--- config.mk ---
export PLATFORM = sky130hd
export DESIGN_NAME = taylor_term_sequencer
export DESIGN_NICKNAME = d
export VERILOG_FILES = /design/src/rtl/taylor_term_sequencer.sv
export SDC_FILE = /design/constraint.sdc
export NUM_CORES = 2
export LEC_CHECK = 0
export BUFFER_PORTS_ARGS = -buffer_cell sky130_fd_sc_hd__buf_4
export CAP_MARGIN = 40
export CORE_MARGIN = 3
export CORE_UTILIZATION = 61
export DETAILED_ROUTE_END_ITERATION = 8
export PLACE_DENSITY = 0.82
export RECOVER_POWER = 50
export SYNTH_ARGS = -nofsm -noshare
export SYNTH_HDL_FRONTEND = slang
export SYNTH_SLANG_ARGS = --single-unit
--- constraint.sdc ---
create_clock -name clk_i -period 13.5 [get_ports clk_i]
set_input_delay 3.375 -clock clk_i [delete_from_list [all_inputs] [get_ports clk_i]]
set_output_delay 3.375 -clock clk_i [all_outputs]
set_load 0.02 [all_outputs]
--- src/rtl/taylor_term_sequencer.sv ---
// Streams one sample against a coefficient table as Taylor term beats (x, table[k]) for k = L..0,
// then closes each series with a NaN sentinel beat flagged last.
module taylor_term_sequencer #(
    parameter int                    DATA_WIDTH = 32,
    parameter int                    ADDR_LINES = 5,
    parameter logic [DATA_WIDTH-1:0] NAN_WORD   = 32'h7F90_0000
) (
    input  logic                  clk_i,
    input  logic                  rstn_i,
    input  logic                  coeff_we_i,
    input  logic [ADDR_LINES-1:0] coeff_waddr_i,
    input  logic [DATA_WIDTH-1:0] coeff_wdata_i,
    output logic                  wr_drop_o,
    input  logic [ADDR_LINES-1:0] taylor_length_i,
    input  logic                  x_valid_i,
    output logic                  x_ready_o,
    input  logic [DATA_WIDTH-1:0] x_data_i,
    output logic                  out_valid_o,
    input  logic                  out_ready_i,
    output logic [DATA_WIDTH-1:0] signal_o,
    output logic [DATA_WIDTH-1:0] coeff_o,
    output logic                  last_o,
    output logic                  busy_o
);

    localparam int DEPTH = 2 ** ADDR_LINES;

    typedef enum logic [1:0] {IDLE, STREAM, SENTINEL} state_t;

    state_t                state;
    logic [DATA_WIDTH-1:0] coeff_tbl [DEPTH];
    logic [ADDR_LINES-1:0] idx;
    logic [ADDR_LINES-1:0] idx_next;
    logic                  accept;
    logic                  xfer;
    logic                  tbl_wr;
    logic                  write_through;

    assign x_ready_o     = (state == IDLE);
    assign busy_o        = (state != IDLE);
    assign accept        = x_valid_i && x_ready_o;
    assign xfer          = out_valid_o && out_ready_i;
    assign tbl_wr        = coeff_we_i && (state == IDLE);
    assign write_through = tbl_wr && (coeff_waddr_i == taylor_length_i);
    assign idx_next      = idx - ADDR_LINES'(1);

    always_ff @(posedge clk_i) begin
        if (!rstn_i) begin
            state       <= IDLE;
            idx         <= '0;
            out_valid_o <= 1'b0;
            last_o      <= 1'b0;
            wr_drop_o   <= 1'b0;
            signal_o    <= '0;
            coeff_o     <= '0;
            for (int i = 0; i < DEPTH; i++) begin
                coeff_tbl[i] <= '0;
            end
        end else begin
            // Table writes only land while idle so a running series sees a frozen table.
            wr_drop_o <= coeff_we_i && (state != IDLE);
            if (tbl_wr) begin
                coeff_tbl[coeff_waddr_i] <= coeff_wdata_i;
            end

            case (state)
                IDLE: begin
                    if (accept) begin
                        state       <= STREAM;
                        idx         <= taylor_length_i;
                        signal_o    <= x_data_i;
                        coeff_o     <= write_through ? coeff_wdata_i
                                                     : coeff_tbl[taylor_length_i];
                        last_o      <= 1'b0;
                        out_valid_o <= 1'b1;
                    end
                end
                STREAM: begin
                    if (xfer) begin
                        if (idx != '0) begin
                            idx     <= idx_next;
                            coeff_o <= coeff_tbl[idx_next];
                        end else begin
                            state    <= SENTINEL;
                            signal_o <= NAN_WORD;
                            coeff_o  <= NAN_WORD;
                            last_o   <= 1'b1;
                        end
                    end
                end
                SENTINEL: begin
                    if (xfer) begin
                        state       <= IDLE;
                        out_valid_o <= 1'b0;
                        last_o      <= 1'b0;
                    end
                end
                default: begin
                    state       <= IDLE;
                    out_valid_o <= 1'b0;
                    last_o      <= 1'b0;
                end
            endcase
        end
    end

endmodule

==> flow_metrics.tcl <==
set metrics [dict create \
    yosysSeqAreaShare_pct 55.7 \
    hold_buffers 0 \
    io_buffers 147 \
    syn_area_um2 57900 \
    drc 0 \
    final_area_um2 63400 \
    rsz0062_at_grt "no" \
    fin_crit_ns 10.25 \
    power_density_nw_per_um2 133 \
    path_common_cell "clkbuf_1" \
    clkTransAtPathRegs_ns 0.06 \
    synthFlopType "edfxtp_1" \
    initialDrtViolationCount 7447 \
    fmax_mhz 97.6 \
    via_per_inst 7.48 \
    crit_chain "clkbuf_1 > and3_1 > nand3_1 > clkbuf_1 > o21ai_0 > clkbuf_1" \
    syn_nets 4021 \
    grtUsageMet3_pct 16.6 \
    grt_antenna_before_repair 13 \
    end_kind "flop" \
    vias 39400 \
    critPathBufInv 3 \
    start_util_pct 61.7 \
    reg2regPathDepth 8 \
    skew_ns 0.0380 \
    crit_arrival_ns 10.55 \
    wl_per_cell_um 37.2 \
    final_cell_count_no_fill 5271 \
    netlist_instances 3941 \
    cts_sinks 1097 \
    dp_cells 5050 \
    syn_to_final_growth_pct 9.55 \
    ys_top_cells_by_area "edfxtp_1 (53%), mux4_2 (20%), and2_1 (11%)" \
    hp-class "reg -> reg" \
    worst_ir_drop_vdd_v 0.000113 \
    clock_latency_ns 0.72 \
    fin_crit_sh_pct 75.9 \
    drive_gt1_share_pct 23.1 \
    synth_edf_count 1024 \
    synth_warnings 0 \
    place_congestion 0.918 \
    yosys.area.top_type "edfxtp_1" \
    grt_pass1_wl_mm 279 \
    final_util_pct 67.6 \
    setup_viol 0 \
    synth_top_cell_area_share_pct 53.1 \
    cts-root-buf "clkbuf_16" \
    hold_viol_final 0 \
    fp.dieW_um 314 \
    r2r_start "last_o" \
    final_max_slew_viol_count 538 \
    path_delay_family "buffers and inverters" \
    grt_max_degree 146 \
    relSlewSlack_pct -202 \
    post-cts-setup-buffer-count 0 \
    violations "capacitance limit, slew limit" \
    worst_path_max_delay_cell "clkbuf_1" \
    drt_wl_total_mm 196 \
    leakage_uw 0.0221 \
    grt_pass1_vias 39300 \
    path_class "in -> reg" \
    max-cap-violations 31 \
    regToRegSetupSlack_ns 7.94 \
    numCtsBuffers 108 \
    hpwl_mm 115 \
    cts_resized 0 \
    track_usage_pct 39.9 \
    cts_tree "yes" \
    met2_usage_pct 57.8 \
    antenna_left 0 \
    synth.avg_cell_area_um2 14.7 \
    ios 148 \
    holdCritStartpoint "signal_o[0]" \
    ys_ff_latch 1097 \
    fp.dieH_um 314 \
    cts_buffer_depth 3 \
    rows 112 \
    final_common_cell "edfxtp_1" \
    htreeDepth 3 \
    final_cell_mix "edfxtp_1 (1024), and2_1 (714), mux4_2 (505), and2_0 (316), buf_4 (171)" \
    overflow 0 \
    crit_required_ns 13.80 \
    drtPass1Iterations 6 \
    run_status "finished with violations" \
    grt-busiest-layer "met2" \
    worst_slew_pin_slew_ns 4.53 \
    rr_endpoint "coeff_tbl[6][25]" \
    grt_use_met1_pct 50.1 \
    setup_tns_ns 0 \
    dpl_cell_area_um2 60600 \
    path_max_fanout 77 \
    crit_start "rstn_i" \
    synthDistinctLibCells 68 \
    min_path_cells 2 \
    synthArstFlopShare_pct 0 \
    core-area_um2 93700 \
    dieArea_um2 98600 \
    p_total_uw 8450 \
    hold_end "signal_o[0]" \
    setup.worst_path.start_class "primary input" \
    cp_slowest_stage_delay_ns 3.11 \
    fin_nets 3986 \
]
-- kinds of logic after synthesis --
group / share of synthesized area, %
and+or+nand+nor: 14.0
buffers and inverters: 3.38
adders and majority gates: 0.0216
muxes: 22.4
xor gates and xnor gates: 0.106
AOI/OAI and AO/OA: 4.40
DFF: 55.7
-- synth_stat cells (15+ instances only) --
cell type	n
and2_1	1031
edfxtp_1	1024
mux4_2	505
clkbuf_1	270
nand2_1	157
mux2i_1	115
buf_2	88
o21ai_0	75
nor2_1	74
dfxtp_1	73
a21oi_1	68
a22oi_1	54
nor2b_1	49
nand3_1	45
a31oi_1	31
o22ai_1	30
a211oi_1	23
buf_1	18
buf_4	18
mux2_2	17
o221ai_1	16
a2111oi_0	15
a221oi_1	15
buf_6	15
-- metrics by stage --
| step | setup slack [ns] | hold WS [ns] |
|---|---|---|
| 2_1_floorplan | 6.33 | 0.553 |
| 6_report | 3.25 | 0.518 |
| 5_1_grt | 3.37 | 0.544 |
| 3_5_place_dp | 6.36 | 0.511 |
| 4_1_cts | 7.07 | 0.528 |
| 3_3_place_gp | 6.25 | 0.504 |
-- worst max-delay path by stage --
stage                                  end  cells after the start  slack (ns)
after floorplan           coeff_tbl[28][0]                      6        6.33
after global placement         coeff_o[20]                      9        6.25
after detailed placement        coeff_o[6]                      9        6.36
after CTS                       coeff_o[6]                      9        7.07
after global routing      coeff_tbl[7][29]                      6        3.37
final                     coeff_tbl[7][24]                      6        3.25
-- flip-flops by register name, indices dropped and copies added (netlist names) --
| register | count |
|---|---|
| coeff_tbl | 1024 |
| state | 1 |
| idx | 5 |
| signal_o | 32 |
| out_valid_o | 1 |
| coeff_o | 32 |
| wr_drop_o | 1 |
| last_o | 1 |
-- worst reg2reg max path, cell delays in order (launching register included) --
cell and delay (ns):
dfxtp_1 0.40, nor2_1 0.98, nand3_1 0.25, nor2_1 0.27, nand2_1 0.14, clkbuf_1 0.60, nor2_1 1.92, buf_4 0.64
and2_1 0.22
-- cell type report --
cell class                 instances  area [um2]
clock buffer                     128        2820
fill                            5958       30400
inverter                           5        18.8
multi-input combinational       2424       24100
tap                             1254        1570
antenna                           15        37.5
clock inverter                    78         727
timing repair buffer             270        1930
sequential                      1097       32200
-- power breakdown --
group          switching [uW]  total [uW]  internal (uW)  leakage (uW)
sequential               97.5        3950           3850        0.0111
combinational             855        1420            564       0.00922
clock                    1340        3080           1740       0.00173
-- layer usage --
layer | share of wire, % | up-vias
li1 | - | 15000
met4 | 7.9 | 0
met3 | 18 | 995
met2 | 43 | 4207
met5 | 0 | -
met1 | 30 | 19200
No activity file was read; power rests on OpenSTA's default activity.
